[config.mk]
export PLATFORM = sky130hd
export DESIGN_NAME = assert_time_multi
export DESIGN_NICKNAME = d
export VERILOG_FILES = /design/src/rtl/assert_time_multi.sv
export SDC_FILE = /design/constraint.sdc
export NUM_CORES = 1
export LEC_CHECK = 0
export BUFFER_PORTS_ARGS = -buffer_cell sky130_fd_sc_hd__buf_2
export CORE_MARGIN = 4
export CORE_UTILIZATION = 32
export DETAILED_ROUTE_END_ITERATION = 8
export PLACE_DENSITY = 0.51
export REMOVE_ABC_BUFFERS = 1
export SLEW_MARGIN = 40
export SYNTH_ARGS = -nofsm -noshare
export SYNTH_HDL_FRONTEND = slang
export SYNTH_SLANG_ARGS = --single-unit
[constraint.sdc]
create_clock -name clock -period 8.7 [get_ports clock]
set_input_delay 1.74 -clock clock [delete_from_list [all_inputs] [get_ports clock]]
set_output_delay 1.74 -clock clock [all_outputs]
set_load 0.01 [all_outputs]
[src/rtl/assert_time_multi.sv]
// Multi-channel timed-window checker: each start opens an NUM_CKS-cycle window
// in which test_expr must stay high; violations and overlapping starts are reported.
module assert_time_multi #(
  parameter int unsigned NUM_CH              = 4,
  parameter int unsigned NUM_CKS             = 2,
  parameter int unsigned CNT_W               = 8,
  parameter int unsigned ACTION_ON_NEW_START = 0,
  parameter int unsigned ERR_W               = 16
) (
  input  logic              clock,
  input  logic              reset,
  input  logic              enable,
  input  logic [NUM_CH-1:0] start_event,
  input  logic [NUM_CH-1:0] test_expr,
  output logic [NUM_CH-1:0] window_open,
  output logic [NUM_CH-1:0] fire_test,
  output logic [NUM_CH-1:0] fire_new_start,
  output logic [NUM_CH-1:0] cover_window_close,
  output logic [NUM_CH-1:0] cover_window_reset,
  output logic [ERR_W-1:0]  err_count
);

  localparam int unsigned     SUM_W   = ERR_W + 8;
  localparam int unsigned     ACT_RST = 1;
  localparam int unsigned     ACT_ERR = 2;
  localparam logic [CNT_W-1:0] LOAD   = CNT_W'(NUM_CKS);
  localparam logic [SUM_W-1:0] ERR_MAX = SUM_W'({ERR_W{1'b1}});

  logic [CNT_W-1:0]  cnt_q [NUM_CH];
  logic [CNT_W-1:0]  cnt_d [NUM_CH];
  logic [NUM_CH-1:0] window_open_q, window_open_d;
  logic [NUM_CH-1:0] fire_test_q, fire_test_d;
  logic [NUM_CH-1:0] fire_new_start_q, fire_new_start_d;
  logic [NUM_CH-1:0] cover_close_q, cover_close_d;
  logic [NUM_CH-1:0] cover_reset_q, cover_reset_d;
  logic [ERR_W-1:0]  err_count_q, err_count_d;
  logic [SUM_W-1:0]  err_sum;

  // Per-channel window counters and next-cycle event pulses
  always_comb begin
    for (int i = 0; i < NUM_CH; i++) begin
      cnt_d[i]            = cnt_q[i];
      fire_test_d[i]      = 1'b0;
      fire_new_start_d[i] = 1'b0;
      cover_close_d[i]    = 1'b0;
      cover_reset_d[i]    = 1'b0;
      if (cnt_q[i] != '0) begin
        fire_test_d[i] = enable & ~test_expr[i];
        if (ACTION_ON_NEW_START == ACT_ERR) begin
          fire_new_start_d[i] = enable & start_event[i];
        end
        if ((ACTION_ON_NEW_START == ACT_RST) && enable && start_event[i]) begin
          cnt_d[i]         = LOAD;
          cover_reset_d[i] = 1'b1;
        end else begin
          cnt_d[i]         = cnt_q[i] - CNT_W'(1);
          cover_close_d[i] = (cnt_q[i] == CNT_W'(1));
        end
      end else if (enable && start_event[i]) begin
        cnt_d[i] = LOAD;
      end
      window_open_d[i] = (cnt_d[i] != '0);
    end
  end

  // Saturating accumulation of every fire bit raised this cycle
  always_comb begin
    err_sum = SUM_W'(err_count_q);
    for (int i = 0; i < NUM_CH; i++) begin
      err_sum = err_sum + SUM_W'(fire_test_d[i]) + SUM_W'(fire_new_start_d[i]);
    end
    err_count_d = (err_sum > ERR_MAX) ? ERR_W'(ERR_MAX) : ERR_W'(err_sum);
  end

  always_ff @(posedge clock) begin
    if (reset) begin
      for (int i = 0; i < NUM_CH; i++) cnt_q[i] <= '0;
      window_open_q    <= '0;
      fire_test_q      <= '0;
      fire_new_start_q <= '0;
      cover_close_q    <= '0;
      cover_reset_q    <= '0;
      err_count_q      <= '0;
    end else begin
      for (int i = 0; i < NUM_CH; i++) cnt_q[i] <= cnt_d[i];
      window_open_q    <= window_open_d;
      fire_test_q      <= fire_test_d;
      fire_new_start_q <= fire_new_start_d;
      cover_close_q    <= cover_close_d;
      cover_reset_q    <= cover_reset_d;
      err_count_q      <= err_count_d;
    end
  end

  assign window_open        = window_open_q;
  assign fire_test          = fire_test_q;
  assign fire_new_start     = fire_new_start_q;
  assign cover_window_close = cover_close_q;
  assign cover_window_reset = cover_reset_q;
  assign err_count          = err_count_q;

endmodule
Word-level counts from Yosys, hierarchy flattened
Memories as Yosys holds them, arrays and structs flattened.
Cells that the tools add are included.
{"block": "op_classes", "addsub": 8, "magnitude_cmp": 1, "bitwise": 16, "n_eq_ne": 4, "mux": 20, "reduce_logical": 16}
{"operator": "$mux 8", "n": 12}
{"operator": "$reduce_bool 8->1", "n": 8}
{"operator": "$eq 8x1->1 const B", "n": 4}
{"operator": "$sub 8x1->8 const B", "n": 4}
{"operator": "$add 19x1->20", "n": 1}
{"operator": "$gt 20x16->1 const B", "n": 1}
{"operator": "$add 18x1->19", "n": 1}
{"operator": "$add 17x1->18", "n": 1}
{"operator": "$add 16x1->17", "n": 1}
{"operator": "$mux 16", "n": 1}
{"operator": "$not 1->1", "n": 8}
{"operator": "$reduce_or 2->1", "n": 4}
{"operator": "$mux 1", "n": 7}
{"operator": "$and 1x1->1", "n": 4}
{"operator": "$logic_and 1x1->1", "n": 4}
{"operator": "$or 1x1->1", "n": 4}
{"block": "word_totals", "output_inout_bits": 36, "regBits": 28, "n_memories": 1, "mem_bits_rw": 32, "inputBits": 11, "word_cells": 73}
{"memory": "cnt_q", "words": 4, "word_bits": 8, "rd": 4, "rd_clocked_by_memory_dff": 0, "write_ports": 4, "line_no": "29", "source": "logic [CNT_W-1:0] cnt_q [NUM_CH];"}

Logic depth before layout (Yosys ltp)
Gate-level depths: netlist of the first run.
{"block": "logic_depth", "word_depth": 9, "mapped_depth": 17, "ltp_nobuf": 14}

Worst setup path before layout of the first run
No wires, ideal clock.
{"block": "synth_timing", "kind": "input-to-reg", "start": "input port enable", "end": "register err_count_q[4] (netlist: err_count[4])", "required_time_ns": 8.568, "setup_slack_ns": 4.336, "t_arrival_ns": 4.231, "setup_time_ns": 0.132, "path_buffers": 2, "path_stages": 12, "cell_sequence": "clkbuf_1 nor3b_1 fa_1 inv_1 fa_1 inv_1 fa_1 and3_1 and2b_1 nand4_1 buf_2 a21oi_1"}
{"block": "synth_via", "word_cells_on_any_way": 14, "classes_between": "4 x add/sub; 1 x order compare; 5 x mux; 4 x bitwise"}
{"item": "start, declared", "line_no": "12", "source": "input logic enable,"}
{"item": "$and 1x1->1 *", "line_no": "48", "source": "fire_test_d[i] = enable & ~test_expr[i];"}
{"item": "$mux 1 *", "line_no": "47", "source": "if (cnt_q[i] != '0) begin"}
{"item": "named net fire_test_d[2]", "line_no": "32", "source": "logic [NUM_CH-1:0] fire_test_q, fire_test_d;"}
{"item": "$add 18x1->19 *", "line_no": "70", "source": "err_sum = err_sum + SUM_W'(fire_test_d[i]) + SUM_W'(fire_new_start_d[i]);"}
{"item": "$add 19x1->20 *", "line_no": "70"}
{"item": "$gt 20x16->1", "line_no": "72", "source": "err_count_d = (err_sum > ERR_MAX) ? ERR_W'(ERR_MAX) : ERR_W'(err_sum);"}
{"item": "$mux 16 *", "line_no": "72"}
{"item": "end signal, assigned", "line_no": "91", "source": "err_count_q <= err_count_d;"}
{"item": "end, declared", "line_no": "36", "source": "logic [ERR_W-1:0] err_count_q, err_count_d;"}
The timed path passes the listed nets; every way through them passes the cells marked *.
A chain may end at the register's enable or synchronous reset.

Final worst setup path of the first run
{"block": "layout_timing", "start": "input port enable", "end": "register err_count_q[0] (netlist: err_count[0])"}
{"block": "layout_via", "elab_chain_cells": 8, "word_cells_on_any_way": 14, "classes_between": "4 x add/sub; 1 x order compare; 5 x mux; 4 x bitwise"}
{"item": "$and 1x1->1 *", "line_no": "48"}
{"item": "$mux 1 *", "line_no": "47"}
{"item": "named net fire_test_d[0]", "line_no": "32"}
{"item": "$add 16x1->17 *", "line_no": "70"}
{"item": "$add 17x1->18 *", "line_no": "70"}
{"item": "$add 18x1->19 *", "line_no": "70"}
{"item": "$add 19x1->20 *", "line_no": "70"}
{"item": "$gt 20x16->1", "line_no": "72"}
{"item": "$mux 16 *", "line_no": "72"}
Marks and branches as above.

==> summary.txt, run 1 <==
Global routing
  – GRT Util Overall: 0.120
  – GR Overflow Total: 0
  – Initial antenna violation count: 0
  – Vias in the first global route: 2,257
  – First-pass GRT wire length: 10.9 mm
  – Largest net degree at the start of global routing: 61

Timing
  – Final setup fails: 0
  – Final period util: 0.507
  – Minimum clock period: 4.41 ns
  – Setup TNS: 0 ns
  – Rel. slew slack: 0.566
  – Worst setup margin: 4.29 ns
  – RSZ-0062 raised after global routing: false
  – F_max: 227 MHz
  – Tightest Pin Transition: 0.652 ns
  – Max-slew violations: 0
  – Final Skew: 0.00424 ns
  – Final Hold Fails: 0

Clock tree
  – CTS resizes: 0
  – CTS Hold Bufs: 0
  – Clk sinks: 60
  – Clk_lat worst skew: 0.33 ns
  – Reg clk slew, reported paths: 0.07 ns
  – Post-CTS setup buffer count: 0
  – H-tree depth: 3
  – Root Buffer: clkbuf_8
  – Clock buffer depth: 2
  – Num CTS Buffers: 9
  – TritonCTS clock tree: yes

Yosys
  – Sequential-to-total area share from yosys stat: 0.397
  – Top-count cell post-synth: dfxtp_1
  – Cell Area, Synth: 3020 µm²
  – Top_reg_cell synth: dfxtp_1
  – Ys async rst share: 0
  – Netlist cell types: 57
  – Synth cell count leaders: dfxtp_1 (60), nor2_1 (43), a21oi_1 (30), nand2_1 (26), nor3_1 (16)
  – Cell accounting for the most synthesized area: dfxtp_1
  – Number of flops mapped to enable cells by yosys: 0
  – Yosys warning count: 0
  – Seq cells post-synth: 60
  – Synth top area cells: dfxtp_1 (40%), nor2_1 (5.3%), a21oi_1 (5.0%), ha_1 (4.1%), nand2_1 (3.2%)
  – Synth Area per Inst: 8.62 µm²
  – Synth top area share: 0.397
  – Syn Inst Count: 351

Power
  – Worst vdd ir: 0.118 mV
  – P_leak: 1.45 nW
  – Pwr per Cell Area: 380 nW/µm²
  – Total power: 0.00133 W

Placement
  – Dpl ws: 3.90 ns
  – Routability cong.: 0.771
  – Port bufs: 38
  – Post-DP HPWL: 4.51 mm

Route
  – Drt drc: 0
  – Post-Route WL: 6.37 mm
  – Routed vias/inst: 4.78
  – Starting DRT DRC Count: 102
  – Vias: 2,484
  – 1st-pass router iterations: 4
  – Final ANT Viol Nets: 0
  – Routed wire per std cell: 12.2 µm

Critical path
  – FF-to-FF End: err_count[0]$_SDFF_PP0_
  – Reg2reg start: cnt_q[2][0]$_SDFF_PP0_
  – Element type at the critical path end: register
  – R2R Setup Slk: 4.54 ns
  – R2R cell count: 14
  – Req. time, crit path: 8.95 ns
  – CP Max Fanout: 14
  – Crit Path Class: in2reg
  – Critical path arrival: 4.66 ns
  – Crit start category: input pin

Die
  – Num ports: 47
  – Die Outline Area: 11,100 µm²
  – Rows: 35
  – Die W: 105 µm
  – Chip Height: 105 µm
  – Initial core utilization: 0.327
  – Core area: 9240 µm²

Min path
  – Tightest Hold Check Type: reg2reg
  – Hold EP: err_count[15]$_SDFF_PP0_
  – Worst hold path depth: 1
  – Min-delay src: err_count[15]$_SDFF_PP0_

Finish
  – Finished Core Util: 0.378
  – NumNets Final: 410
  – Syn-to-layout area delta: 15.5%
  – Fill cells: 972
  – Layout cells sized above 1: 0.174
  – ANT cells: 0

Run status
  – Status: finished clean

Job
  – Max-cap violations: 0
## kinds of logic (layout without fill, tap and decap cells)
group,Yosys count,after routing,synth area share
xor+xnor,17,17,0.0492
simple gates,147,147,0.264
mux,9,9,0.0302
flops,60,60,0.397
compound gates,68,68,0.140
other cells,1,8,0.00124
fa+ha+maj,13,13,0.0612
buf+inv,36,69,0.0567
## layout by cell type (no fill, tap or decap), types with 7 or more instances in the layout
| cell | netlist | layout |
|---|---|---|
| conb_1 | 1 | 8 |
| xnor2_1 | 10 | 10 |
| nor3_1 | 16 | 16 |
| clkbuf_8 | 0 | 11 |
| dfxtp_1 | 60 | 60 |
| xor2_1 | 7 | 7 |
| mux2i_1 | 8 | 8 |
| nand2_1 | 26 | 26 |
| a211oi_1 | 7 | 7 |
| buf_2 | 1 | 38 |
| nand3_1 | 8 | 8 |
| inv_1 | 14 | 14 |
| ha_1 | 10 | 10 |
| nor2_1 | 43 | 43 |
| a21oi_1 | 30 | 30 |
## power by group
group	switching (W)	internal [W]
Combinational	0.000337	0.000284
Clock	0.000107	0.000147
Sequential	0.0000988	0.000354
## metrics by stage
step	area (µm²)	hold WS, ns	cells
after floorplan	2930	0.464	336
after global placement	3290	0.492	504
after detailed placement	3290	0.506	504
after CTS	3490	0.513	520
after global routing	3490	0.556	520
final	3490	0.509	520
## how the worst max path moves through the flow
stage                 startpoint                  endpoint  slack, ns  cells past startpoint
floorplan           test_expr[0]   err_count[0]$_SDFF_PP0_       4.57                     11
global placement          enable   err_count[0]$_SDFF_PP0_       4.02                     12
detailed placement        enable   err_count[3]$_SDFF_PP0_       3.90                     12
CTS                       enable  err_count[11]$_SDFF_PP0_       4.27                     12
global route              enable   err_count[8]$_SDFF_PP0_       4.04                     12
finish                    enable   err_count[0]$_SDFF_PP0_       4.29                     12
## flip-flops by register name, indices dropped and copies added (netlist names)
name,flops
fire_test,4
cover_window_close,4
window_open,4
err_count,16
cnt_q,32
## cell type report
class                      instances  area [µm²]  area share
inverter                          14        52.6      0.0150
tap                              129         161      0.0462
clock inverter                     4        47.5      0.0136
timing repair buffer              39         198      0.0566
multi-input combinational        262        1680       0.480
sequential                        60        1200       0.344
clock buffer                      12         155      0.0444
## per-layer routing
layer | vias to the layer above | track usage | wire [µm]
li1 | 1290 | - | -
met1 | 1144 | 0.160 | 3180
met2 | 45 | 0.179 | 2840
met3 | 5 | 0.0459 | 299
met4 | 0 | 0.0337 | 40
met5 | - | 0 | 0
## worst max-delay path, stage by stage
cell      delay (ns)
buf_2           0.17
nand2b_1        0.11
nor2_1          0.07
fa_1            0.51
inv_1           0.05
fa_1            0.37
inv_1           0.08
fa_1            0.24
and3_1          0.30
and2b_1         0.19
nand4_1         0.51
a21oi_1         0.30
Power figures use the tool's default switching activity.
==> run 2: changes to the inputs <==
clock period = 4.5 ns   (was 8.7 ns; I/O delays follow)
==> run 2 against run 1 <==
Compared with the run above: worst hold slack better by 0.0039 ns; register-to-register slack worse by 3.8 ns; routed wire length shrank 2.3%; critical endpoint is now err_count[12]$_SDFF_PP0_; clock power rose by 56%.
==> summary.txt, run 2 (same netlist as run 1, synthesis figures left out) <==
Run status
  – Status: finished clean

Critical path
  – Req. time, crit path: 4.75 ns (-4.20 ns)
  – R2R Setup Slk: 0.72 ns (-3.82 ns)
  – Crit start category: register
  – R2R cell count: 15 (+1)
  – Element type at the critical path end: register
  – Critical path arrival: 4.02 ns (-0.64 ns)
  – Crit Path Class: reg2reg
  – FF-to-FF End: err_count[12]$_SDFF_PP0_
  – CP Max Fanout: 14 (unchanged)
  – Reg2reg start: cnt_q[2][0]$_SDFF_PP0_

Route
  – Final ANT Viol Nets: 0 (unchanged)
  – Starting DRT DRC Count: 101 (-0.98%)
  – Vias: 2,486 (+0.081%)
  – Post-Route WL: 6.22 mm (-2.3%)
  – Drt drc: 0 (unchanged)
  – 1st-pass router iterations: 4 (unchanged)
  – Routed wire per std cell: 12.1 µm (-1.6%)
  – Routed vias/inst: 4.82 (+0.86%)

Clock tree
  – TritonCTS clock tree: yes
  – CTS resizes: 0 (unchanged)
  – Clock buffer depth: 2 (unchanged)
  – Reg clk slew, reported paths: 0.06 ns (about the same)
  – Post-CTS setup buffer count: 0 (unchanged)
  – Clk_lat worst skew: 0.32 ns (about the same)
  – H-tree depth: 3 (unchanged)
  – Num CTS Buffers: 9 (unchanged)
  – Root Buffer: clkbuf_8
  – CTS Hold Bufs: 0 (unchanged)
  – Clk sinks: 60 (unchanged)

Timing
  – Final period util: 0.839
  – Setup TNS: 0 ns (unchanged)
  – F_max: 265 MHz
  – Final Skew: 0.00442 ns (+0.000183 ns)
  – Final Hold Fails: 0 (unchanged)
  – Final setup fails: 0 (unchanged)
  – Minimum clock period: 3.78 ns
  – RSZ-0062 raised after global routing: false
  – Max-slew violations: 0 (unchanged)

Min path
  – Tightest Hold Check Type: reg2reg
  – Min-delay src: cnt_q[1][6]$_SDFF_PP0_
  – Hold EP: cnt_q[1][6]$_SDFF_PP0_
  – Worst hold path depth: 2 (+1)

Global routing
  – Initial antenna violation count: 0 (unchanged)
  – Vias in the first global route: 2,258 (+0.044%)
  – First-pass GRT wire length: 10.6 mm (-2.3%)
  – Largest net degree at the start of global routing: 39 (-36%)
  – GRT Util Overall: 0.117 (-0.00276)
  – GR Overflow Total: 0 (unchanged)

Power
  – Pwr per Cell Area: 714 nW/µm² (+88%)
  – Total power: 0.00246 W (+86%)
  – P_leak: 1.43 nW (-1.3%)
  – Worst vdd ir: 0.235 mV (+99%)

Placement
  – Routability cong.: 0.804 (+4.3%)
  – Post-DP HPWL: 4.47 mm (-0.89%)
  – DP Area: 3300 µm² (+0.23%)
  – Port bufs: 38 (unchanged)

Finish
  – Cell area after layout: 3450 µm² (-1.3%)
  – Commonest non-fill, non-tap cell in the layout: dfxtp_1
  – Max reg flops: 32 (unchanged)
  – Largest reg by FF count: cnt_q
  – Syn-to-layout area delta: 14.1%
  – Layout cells sized above 1: 0.168 (-0.00595)
  – Fill cells: 964 (-0.82%)
  – ANT cells: 0 (unchanged)
  – Most frequent cells in the layout: dfxtp_1 (60), nor2_1 (43), buf_2 (38)
  – NumNets Final: 411 (+0.24%)

Die
  – Chip Height: 105 µm (unchanged)
  – Num ports: 47 (unchanged)
  – Die Outline Area: 11,100 µm² (unchanged)
  – Die W: 105 µm (unchanged)
  – Core area: 9240 µm² (unchanged)
  – Initial core utilization: 0.327 (unchanged)
  – Rows: 35 (unchanged)

Job
  – Max-cap violations: 0 (unchanged)
run 2: how the worst max path moves through the flow:
stage	start	endpoint	slack, ns	depth (start not counted)
2_1_floorplan	cnt_q[2][0]$_SDFF_PP0_	err_count[0]$_SDFF_PP0_	1.00	14
3_3_place_gp	cnt_q[2][0]$_SDFF_PP0_	err_count[0]$_SDFF_PP0_	0.86	15
3_5_place_dp	cnt_q[2][0]$_SDFF_PP0_	err_count[12]$_SDFF_PP0_	0.73	15
4_1_cts	cnt_q[2][0]$_SDFF_PP0_	err_count[12]$_SDFF_PP0_	0.72	15
5_1_grt	cnt_q[2][0]$_SDFF_PP0_	err_count[0]$_SDFF_PP0_	0.39	15
6_report	cnt_q[2][0]$_SDFF_PP0_	err_count[12]$_SDFF_PP0_	0.72	15
run 2: final cells by class:
cell class / instances / area (µm²) / area share
Clock buffer: 11 / 151 / 0.0439
Sequential cell: 60 / 1200 / 0.348
Timing Repair Buffer: 40 / 205 / 0.0595
Tap cell: 129 / 161 / 0.0468
Multi-Input combinational cell: 262 / 1680 / 0.486
Inverter: 14 / 52.6 / 0.0152
run 2: report_power, final:
| group | switching, W | internal (W) |
|---|---|---|
| Combinational | 0.000646 | 0.000548 |
| Clock | 0.000181 | 0.000214 |
| Sequential | 0.000191 | 0.000685 |
| Total | 0.00102 | 0.00145 |
run 2: layer usage:
| metal | routed length (µm) | share of wire | vias up | GRT usage |
|---|---|---|---|---|
| li1 | - | - | 1297 | - |
| met1 | 3050 | 0.49 | 1135 | 0.157 |
| met2 | 2810 | 0.45 | 51 | 0.173 |
| met3 | 339 | 0.054 | 3 | 0.0514 |
| met4 | 27 | 0.0043 | 0 | 0.0253 |
| met5 | 0 | 0 | - | 0 |
run 2: metrics by stage:
step / util / instances / worst slack, ns / hold slack, ns
global route: 0.373 / 516 / 0.391 / 0.543
global placement: 0.357 / 505 / 0.857 / 0.497
finish: 0.373 / 516 / 0.723 / 0.512
CTS: 0.373 / 516 / 0.724 / 0.516
floorplan: - / 336 / 1.00 / 0.464
detailed placement: 0.357 / 505 / 0.729 / 0.504
run 2: worst max-delay path: stages (launching register included):
cell     delay, ns
dfxtp_1       0.38
inv_1         0.11
ha_1          0.19
nor3b_2       0.34
and3_1        0.37
nor3b_1       0.11
fa_1          0.49
inv_1         0.05
fa_1          0.38
inv_1         0.08
fa_1          0.25
and3_1        0.28
and2b_1       0.20
nand4_1       0.10
buf_4         0.21
a21oi_1       0.16
